$ cat src/rtl/avr_spi_master_if.sv
// rtl/avr_spi_master_if.sv - host-side request/acknowledge bundle for avr_spi_master
interface avr_spi_master_if;
    logic       req;
    logic [7:0] addr;
    logic [7:0] wdata;
    logic       more;
    logic       busy;
    logic [7:0] rdata;
    logic       rvalid;
    logic       ack;

    // master: the logic issuing register accesses
    modport master (
        output req, addr, wdata, more,
        input  busy, rdata, rvalid, ack
    );

    // slave: the SPI engine serving those accesses
    modport slave (
        input  req, addr, wdata, more,
        output busy, rdata, rvalid, ack
    );
endinterface

$ cat src/rtl/avr_spi_master.sv
// rtl/avr_spi_master.sv - AVR-protocol SPI master (mode 0, MSB first); optional burst via AVR_SPI_BURST_EN
module avr_spi_master #(
    parameter int CLK_DIV  = 4,
    parameter int CS_SETUP = 4,
    parameter int CS_HOLD  = 4,
    parameter int CS_GAP   = 8
) (
    input  logic            fclk,
    input  logic            rst_n,
    avr_spi_master_if.slave host,
    output logic            spics_n,
    output logic            spick,
    output logic            spido,
    input  logic            spidi
);

    // Counters hold "cycles remaining minus one" so a phase of N cycles
    // ends on the edge where the counter is already zero.
    localparam logic [7:0] DIV_LD   = 8'(CLK_DIV - 1);
    localparam logic [7:0] SETUP_LD = 8'(CS_SETUP - 1);
    localparam logic [7:0] HOLD_LD  = 8'(CS_HOLD - 1);
    localparam logic [7:0] GAP_LD   = 8'(CS_GAP - 1);

    typedef enum logic [2:0] {
        IDLE,
        SETUP,
        SHIFT_A,
        SHIFT_D,
        HOLD,
        GAP
    } state_t;

    state_t     state;
    logic [7:0] cnt;
    logic [7:0] div_cnt;
    logic [2:0] bit_cnt;
    logic [7:0] tx_sr;
    logic [7:0] rx_sr;
    logic [7:0] wdata_q;
    logic       busy_q;
    logic [7:0] rdata_q;
    logic       rvalid_q;
    logic       ack_q;

`ifndef AVR_SPI_BURST_EN
    // Without burst support the continue flag has no effect.
    logic unused_more;
    assign unused_more = host.more;
`endif

    assign host.busy   = busy_q;
    assign host.rdata  = rdata_q;
    assign host.rvalid = rvalid_q;
    assign host.ack    = ack_q;

    // Transaction sequencer: chip-select framing, bit timing and shifting.
    always_ff @(posedge fclk or negedge rst_n) begin
        if (!rst_n) begin
            state    <= IDLE;
            cnt      <= 8'd0;
            div_cnt  <= 8'd0;
            bit_cnt  <= 3'd0;
            tx_sr    <= 8'd0;
            rx_sr    <= 8'd0;
            wdata_q  <= 8'd0;
            busy_q   <= 1'b0;
            rdata_q  <= 8'h00;
            rvalid_q <= 1'b0;
            ack_q    <= 1'b0;
            spics_n  <= 1'b1;
            spick    <= 1'b0;
            spido    <= 1'b1;
        end else begin
            rvalid_q <= 1'b0;
            ack_q    <= 1'b0;
            case (state)
                IDLE: begin
                    if (host.req) begin
                        tx_sr   <= host.addr;
                        wdata_q <= host.wdata;
                        busy_q  <= 1'b1;
                        spics_n <= 1'b0;
                        spido   <= host.addr[7];
                        cnt     <= SETUP_LD;
                        state   <= SETUP;
                    end
                end

                SETUP: begin
                    if (cnt == 8'd0) begin
                        div_cnt <= DIV_LD;
                        bit_cnt <= 3'd0;
                        state   <= SHIFT_A;
                    end else begin
                        cnt <= cnt - 8'd1;
                    end
                end

                SHIFT_A, SHIFT_D: begin
                    if (div_cnt != 8'd0) begin
                        div_cnt <= div_cnt - 8'd1;
                    end else begin
                        div_cnt <= DIV_LD;
                        if (!spick) begin
                            // Rising edge mid-bit: slave data is sampled here.
                            spick <= 1'b1;
                            rx_sr <= {rx_sr[6:0], spidi};
                        end else begin
                            // Falling edge ends the bit and presents the next one.
                            spick   <= 1'b0;
                            bit_cnt <= bit_cnt + 3'd1;
                            if (bit_cnt != 3'd7) begin
                                tx_sr <= {tx_sr[6:0], 1'b0};
                                spido <= tx_sr[6];
                            end else if (state == SHIFT_A) begin
                                tx_sr <= wdata_q;
                                spido <= wdata_q[7];
                                state <= SHIFT_D;
                            end else begin
                                rdata_q  <= rx_sr;
                                rvalid_q <= 1'b1;
`ifdef AVR_SPI_BURST_EN
                                if (host.more) begin
                                    wdata_q <= host.wdata;
                                    tx_sr   <= host.wdata;
                                    spido   <= host.wdata[7];
                                end else begin
                                    cnt   <= HOLD_LD;
                                    state <= HOLD;
                                end
`else
                                cnt   <= HOLD_LD;
                                state <= HOLD;
`endif
                            end
                        end
                    end
                end

                HOLD: begin
                    if (cnt == 8'd0) begin
                        spics_n <= 1'b1;
                        cnt     <= GAP_LD;
                        state   <= GAP;
                    end else begin
                        cnt <= cnt - 8'd1;
                    end
                end

                GAP: begin
                    if (cnt == 8'd0) begin
                        ack_q  <= 1'b1;
                        busy_q <= 1'b0;
                        state  <= IDLE;
                    end else begin
                        cnt <= cnt - 8'd1;
                    end
                end

                default: state <= IDLE;
            endcase
        end
    end

endmodule
$ cat src/flat_wrapper.sv
// flat-port wrapper written by rule: the top's interface ports become plain ports
module avr_spi_master_flat 
#(
    parameter int CLK_DIV  = 4,
    parameter int CS_SETUP = 4,
    parameter int CS_HOLD  = 4,
    parameter int CS_GAP   = 8
)
  (fclk, rst_n, spics_n, spick, spido, spidi, host_req, host_addr, host_wdata, host_more, host_busy, host_rdata, host_rvalid, host_ack);
  avr_spi_master_if host_i ();
  input  logic fclk;
  input  logic rst_n;
  output logic spics_n;
  output logic spick;
  output logic spido;
  input  logic spidi;
  input wire logic [$bits(host_i.req)-1:0] host_req;
  input wire logic [$bits(host_i.addr)-1:0] host_addr;
  input wire logic [$bits(host_i.wdata)-1:0] host_wdata;
  input wire logic [$bits(host_i.more)-1:0] host_more;
  output wire logic [$bits(host_i.busy)-1:0] host_busy;
  output wire logic [$bits(host_i.rdata)-1:0] host_rdata;
  output wire logic [$bits(host_i.rvalid)-1:0] host_rvalid;
  output wire logic [$bits(host_i.ack)-1:0] host_ack;
  assign host_i.req = host_req;
  assign host_i.addr = host_addr;
  assign host_i.wdata = host_wdata;
  assign host_i.more = host_more;
  assign host_busy = host_i.busy;
  assign host_rdata = host_i.rdata;
  assign host_rvalid = host_i.rvalid;
  assign host_ack = host_i.ack;
  avr_spi_master #(.CLK_DIV(CLK_DIV), .CS_SETUP(CS_SETUP), .CS_HOLD(CS_HOLD), .CS_GAP(CS_GAP)) u_core (.fclk(fclk), .rst_n(rst_n), .host(host_i), .spics_n(spics_n), .spick(spick), .spido(spido), .spidi(spidi));
endmodule
$ cat config.mk
export PLATFORM = sky130hd
export DESIGN_NAME = avr_spi_master_flat
export DESIGN_NICKNAME = d
export VERILOG_FILES = /design/src/rtl/avr_spi_master_if.sv /design/src/rtl/avr_spi_master.sv /design/src/flat_wrapper.sv
export SDC_FILE = /design/constraint.sdc
export NUM_CORES = 1
export LEC_CHECK = 0
export BUFFER_PORTS_ARGS = -buffer_cell sky130_fd_sc_hd__buf_4
export CAP_MARGIN = 20
export CELL_PAD_IN_SITES_DETAIL_PLACEMENT = 0
export CELL_PAD_IN_SITES_GLOBAL_PLACEMENT = 1
export CORE_UTILIZATION = 45
export CTS_CLUSTER_SIZE = 14
export DETAILED_ROUTE_END_ITERATION = 16
export PLACE_DENSITY_LB_ADDON = 0.1
export SETUP_SLACK_MARGIN = 0.15
export SYNTH_ARGS = -nofsm -noshare
export SYNTH_HDL_FRONTEND = slang
export SYNTH_SLANG_ARGS = --single-unit
$ cat constraint.sdc
create_clock -name fclk -period 2.9 [get_ports fclk]
set_input_delay 0.58 -clock fclk [delete_from_list [all_inputs] [get_ports fclk]]
set_output_delay 0.58 -clock fclk [all_outputs]
set_load 0.01 [all_outputs]
==> results of run 1 <==
## path summary, 6_finish.rpt
kind,from,endpoint,slack [ns],cells past startpoint
max,u_core.div_cnt[0],u_core.tx_sr[5],0.39,7
min,rst_n,u_core.div_cnt[4],0.29,1
max reg2reg,u_core.div_cnt[0],u_core.tx_sr[5],0.39,7
min reg2reg,u_core.spics_n,u_core.spics_n,0.48,2
max in group asynchronous,rst_n,u_core.bit_cnt[2],2.11,1
min in group fclk,host_wdata[3],u_core.wdata_q[3],0.47,2
## placed cells by master (no fill, tap or decap), types with 4 or more instances in the layout
cell type	count
a21oi_1	13
buf_4	40
clkbuf_8	9
dfrtp_1	57
ha_1	5
inv_1	10
mux2_2	25
mux2i_1	7
nand2_1	31
nor2_1	22
nor3_1	5
o21ai_0	33
or3_1	4
## final cells by class
type                            instances  area share [%]
Sequential cell                        59            43.2
Multi-Input combinational cell        194            37.6
Timing Repair Buffer                   40            8.77
Clock buffer                            9            3.62
Clock inverter                          7            2.96
Tap cell                               75            2.74
Inverter                               10            1.10
## cells by family after synthesis
group,after synthesis,synth area share [%]
AND/OR/NAND/NOR,80,13.9
AO/OA/AOI/OAI,75,16.0
flip-flops,59,51.7
multiplexers,32,12.3
buffers and inverters,21,3.37
adder cells (fa/ha/maj),5,2.19
XOR/XNOR,2,0.612
## through the flow
stage / setup slack (ns) / std cells
floorplan: 0.662 / 274
global placement: 0.403 / 378
detailed placement: 0.413 / 378
CTS: 0.395 / 394
global route: 0.206 / 394
finish: 0.389 / 394
## critical path: stages (launching register included)
cell,delay [ns]
dfrtp_1,0.42
inv_1,0.10
ha_1,0.14
or4b_1,0.56
o311a_1,0.51
a211o_2,0.47
nand2_1,0.10
o21ai_0,0.08
## power groups by stage
stage	clock network, mW	registers (mW)	logic [mW]
final	0.846	0.851	0.115
after global routing	0.904	0.852	0.130
after CTS	0.868	0.851	0.118
after detailed placement	0	0.866	0.117
after global placement	0	0.866	0.117
after floorplan	0	0.864	0.0663
## layer usage
layer	track usage [%]	wire length, um	vias up
li1	-	-	1057
met4	7.89	45	0
met5	0	0	-
met3	6.33	271	4
met1	27.9	2950	1018
met2	28.5	2550	48
## flip-flops by register name (all words and copies together) (netlist names)
name,count
u_core.host.rvalid,1
u_core.div_cnt,8
u_core.wdata_q,8
u_core.spick,1
u_core.spido,1
u_core.bit_cnt,3
u_core.host.ack,1
u_core.tx_sr,7
u_core.host.busy,1
u_core.host.rdata,8
u_core.cnt,8
u_core.rx_sr,8
u_core.spics_n,1
u_core.state,3
==> reports/results.ini, run 1 <==
[run_status]
outcome=complete, no violations

[hold_path]
hold_class=in -> async

[pwr]
pwr-share-clk_pct=46.7
power.switching_uw=429
peakVddDrop_v=0.000401
swShare_pct=23.7
power_frac_seq_pct=47.0
p_leak_nw=1.62
p_int_mw=1.38
comb_power_share_pct=6.3
p_per_area_mw_per_mm2=529
power_mw=1.81

[die]
die_w_um=81.8
die_area_mm2=0.00668
coreArea_mm2=0.00603
die_h_um=81.8
initial_core_util_pct=47.5
num_io_pins=35
num_rows=28

[synthesis]
syn_nets=300
yosysMostFrequentCell=dfrtp_1
synth-edff-count=0
yosys.area.top_type=dfrtp_1
async_flop_share_pct=100
synth_area_mm2=0.00286
ys_types=46
ys_seq_area_share_pct=51.7
yosys-top-cells-count=57 x dfrtp_1, 33 x o21ai_0, 31 x nand2_1
syn_avg_cell_area_um2=10.4
synth_top_area_share_pct=49.8
ys.flop_type=dfrtp_1
yosysWarnings=0
ys_ff_latch=59
synthCells=274
yosys-top-cells-area=dfrtp_1 50%, mux2_2 9.8%, o21ai_0 5.8%, nand2_1 4.1%, nor2_1 2.9%

[final_layout]
num_antenna_cells=0
area_growth_pct=19.6
fin_area_mm2=0.00342
drive_above_1_share_pct=28.5
nFillCells=552
fin_nets=340
ff_latch_area_mm2=0.00148
multiInputGateArea_mm2=0.00129
fin_util_pct=56.8

[setup_path]
arrival_ns=2.72
cp-start-kind=flop
worstSetupPathType=reg -> reg
crit_fanout=16
crit_path_end_kind=flop
critPathRequiredTime_ns=3.11

[routing]
num_vias=2127
via_per_inst=5.40
first_pass_iters=4
route.detailed.drc=0
detail-route-antenna-nets=0
wl_per_cell_um=14.8
drt_iter0_markers=183
wl_um=5820

[placement]
io_buffers=33
dp_hpwl_um=3880
post_dp_cell_area_mm2=0.00320
gp_congestion=0.748

[grt]
grt_pass1_vias=2041
antenna_found_initial=0
grt_pass1_wl_um=9800
globalRoute.totalOverflow=0
grt.total_usage_pct=19.9
grt_max_degree=60

[timing]
worst_pin_slew_ns=0.753
rsz0062_at_grt=no
slew_headroom_pct=49.7
fin_worst_skew_ns=0.00645
timing_hold_violations_final=0
slew_violations=0
max_freq_mhz=398
fin_crit_sh_pct=86.6
whs_ns=0.287
setup_viol=0
fin_setup_tns_ns=0
period_minus_slack_ns=2.51

[clock_tree]
root_buffer=clkbuf_8
htreeDepth=3
postCtsHoldBufs=0
cts_tree=yes
clock-sinks=59
clock_path_buffers=2
postCtsSetupBuffers=0
clk_latency_ns=0.34
cts_buffers=9
clk_pin_slew_ns=0.07
cts_resized=0

[run]
cap_violations=0

(Power assumes the default switching activity.)
==> run 2: changes to the inputs <==
--- a/config.mk
+++ b/config.mk
@@ -13,4 +13,5 @@
 export CTS_CLUSTER_SIZE = 14
 export DETAILED_ROUTE_END_ITERATION = 16
+export GPL_TIMING_DRIVEN = 0
 export PLACE_DENSITY_LB_ADDON = 0.1
 export SETUP_SLACK_MARGIN = 0.15
==> constraint.sdc (replaced) <==
create_clock -name fclk -period 2.9 [get_ports fclk]
set_input_delay 0 -clock fclk [delete_from_list [all_inputs] [get_ports fclk]]
set_output_delay 0 -clock fclk [all_outputs]
set_load 0.01 [all_outputs]
==> run 2 against run 1 <==
  * The run now ends with negative hold slack left
  * Non-clock buffer count increased by 20
  * Final cell count grew 5.1%
  * First-iteration DRC count decreased by 15%
  * Design area increased by 5.1%
  * Power up 2.0%
  * Clock power increased by 2%
  * Critical path depth increased by 1
  * Sequential power hardly changed
  * Routed wire length grew 6.1%
  * Largest cell class unchanged
  * Highest routed layer unchanged
==> reports/results.ini, run 2 (synthesis gave the netlist of run 1 again) <==
[run_status]
outcome=finished with violations  ; was complete, no violations
violations=negative hold slack

[grt]
grt.total_usage_pct=20.7  ; was 19.9%
antenna_found_initial=0  ; unchanged
grt_pass1_vias=2189  ; was 2041
grt_max_degree=60  ; unchanged
globalRoute.totalOverflow=0  ; unchanged
grt_pass1_wl_um=10400  ; was 9800 um

[timing]
setup_viol=0  ; unchanged
timing_hold_violations_final=1  ; was 0
whs_ns=-0.00123  ; was 0.287 ns
max_freq_mhz=394  ; was 398 MHz
slew_headroom_pct=49.0  ; was 49.7%
period_minus_slack_ns=2.54  ; was 2.51 ns
slew_violations=0  ; unchanged
layout_setup_ws_ns=0.364  ; was 0.389 ns
rsz0062_at_grt=no  ; unchanged
fin_setup_tns_ns=0  ; unchanged
worst_pin_slew_ns=0.763  ; was 0.753 ns
fin_crit_sh_pct=87.5  ; was 86.6%
fin_worst_skew_ns=0.0126  ; was 0.00645 ns

[pwr]
power_frac_seq_pct=45.9  ; was 47.0%
power.switching_uw=432  ; was 429 uW
pwr-share-clk_pct=46.7  ; about the same
swShare_pct=23.4  ; was 23.7%
power_mw=1.85  ; was 1.81 mW
peakVddDrop_v=0.000545  ; was 0.000401 V
p_per_area_mw_per_mm2=514  ; was 529 mW/mm^2
p_leak_nw=1.68  ; was 1.62 nW
comb_power_share_pct=7.4  ; was 6.3%
p_int_mw=1.42  ; was 1.38 mW

[clock_tree]
htreeDepth=3  ; unchanged
clk_pin_slew_ns=0.07  ; about the same
clock-sinks=59  ; unchanged
clock_path_buffers=2  ; unchanged
cts_tree=yes  ; unchanged
root_buffer=clkbuf_8  ; unchanged
cts_buffers=9  ; unchanged
clk_latency_ns=0.34  ; about the same

[setup_path]
crit_path_end_kind=flop  ; unchanged
arrival_ns=2.78  ; was 2.72 ns
critPathRequiredTime_ns=3.15  ; was 3.11 ns
startpoint=u_core.bit_cnt[0]  ; was u_core.div_cnt[0]
worstSetupPathType=reg -> reg  ; unchanged
cp-start-kind=flop  ; unchanged
crit_fanout=10  ; was 16
reg2reg_slack_ns=0.36  ; was 0.39 ns
r2r_end=u_core.cnt[4]  ; was u_core.tx_sr[5]
rr_worst_depth=8  ; was 7
reg2reg_from=u_core.bit_cnt[0]  ; was u_core.div_cnt[0]

[placement]
gp_congestion=0.775  ; was 0.748
placed_cells=382  ; was 378
io_buffers=33  ; unchanged
place_ws_ns=0.384  ; was 0.413 ns
post_dp_cell_area_mm2=0.00320  ; about the same
dp_hpwl_um=4050  ; was 3880 um

[die]
coreArea_mm2=0.00603  ; unchanged
die_w_um=81.8  ; unchanged
num_rows=28  ; unchanged
num_io_pins=35  ; unchanged
initial_core_util_pct=47.5  ; unchanged
die_h_um=81.8  ; unchanged
die_area_mm2=0.00668  ; unchanged

[final_layout]
area_growth_pct=25.7  ; was 19.6%
fin_util_pct=59.7  ; was 56.8%
layout_commonest_cell=dfrtp_1  ; unchanged
drive_above_1_share_pct=26.3  ; was 28.5%
num_antenna_cells=0  ; unchanged
final-instance-count-excl-fill=414  ; was 394
final_cell_mix=57 x dfrtp_1, 33 x o21ai_0, 33 x buf_4  ; was 57 x dfrtp_1, 40 x buf_4, 33 x o21ai_0
ff_latch_area_mm2=0.00148  ; unchanged
nFillCells=529  ; was 552
fin_area_mm2=0.00360  ; was 0.00342 mm^2
multiInputGateArea_mm2=0.00129  ; about the same
fin_nets=360  ; was 340

[hold_path]
hold_path_depth=3
min_from=host_addr[3]
hold_class=in -> reg  ; was in -> async
whs_endpoint=u_core.tx_sr[3]

[routing]
wl_per_cell_um=14.9  ; was 14.8 um
drt_iter0_markers=156  ; was 183
first_pass_iters=4  ; unchanged
via_per_inst=5.38  ; was 5.40
route.detailed.drc=0  ; unchanged
num_vias=2228  ; was 2127
detail-route-antenna-nets=0  ; unchanged
wl_um=6170  ; was 5820 um

[run]
cap_violations=0  ; unchanged

## run 2: cell count changes in the layout (fill, tap and decap cells not counted), sizes merged
cell,change
dlygate4sd3,+16
clkbuf,+8
buf,-3
inv,-1
## run 2: routing by layer
| metal | global-route usage, % | vias up | share of wire [%] |
|---|---|---|---|
| li1 | - | 1104 | - |
| met2 | 31.8 | 42 | 46 |
| met4 | 6.84 | 0 | 1.2 |
| met5 | 0 | - | 0 |
| met1 | 28.3 | 1074 | 48 |
| met3 | 5.33 | 8 | 4.3 |
## run 2: how the worst max path moves through the flow
stage,to,slack [ns]
3_3_place_gp,u_core.cnt[6],0.44
5_1_grt,u_core.cnt[6],0.20
2_1_floorplan,u_core.tx_sr[0],0.66
6_report,u_core.cnt[4],0.36
3_5_place_dp,u_core.cnt[3],0.38
4_1_cts,u_core.cnt[6],0.38
## run 2: layout make-up
type | count | area share [%]
buffer | 11 | 1.63
clock buffer | 10 | 3.83
clock inverter | 6 | 2.47
inverter | 10 | 1.04
multi-input combinational | 194 | 36.0
sequential | 59 | 41.1
tap | 75 | 2.61
timing repair buffer | 49 | 11.3
## run 2: critical path, cell delays in order (launching register included)
cell and delay (ns):
dfrtp_1 0.37, ha_1 0.16, ha_1 0.20, clkbuf_1 0.54, nand3_1 0.25, nor2_1 0.27
o21ai_0 0.18, or3_1 0.39, o21ai_0 0.09
## run 2: timing repair
action	CTS	global route
endpoints found under the hold margin	72	0
gates resized for setup	0	1
setup buffers	0	0
hold buffers	16	0
endpoints found under the setup margin	0	1
## run 2: power groups by stage
stage | registers [mW] | clock network, mW | logic [mW]
finish | 0.849 | 0.863 | 0.137
global route | 0.851 | 0.913 | 0.155
CTS | 0.849 | 0.870 | 0.139
detailed placement | 0.865 | 0 | 0.122
global placement | 0.864 | 0 | 0.120
floorplan | 0.864 | 0 | 0.0663
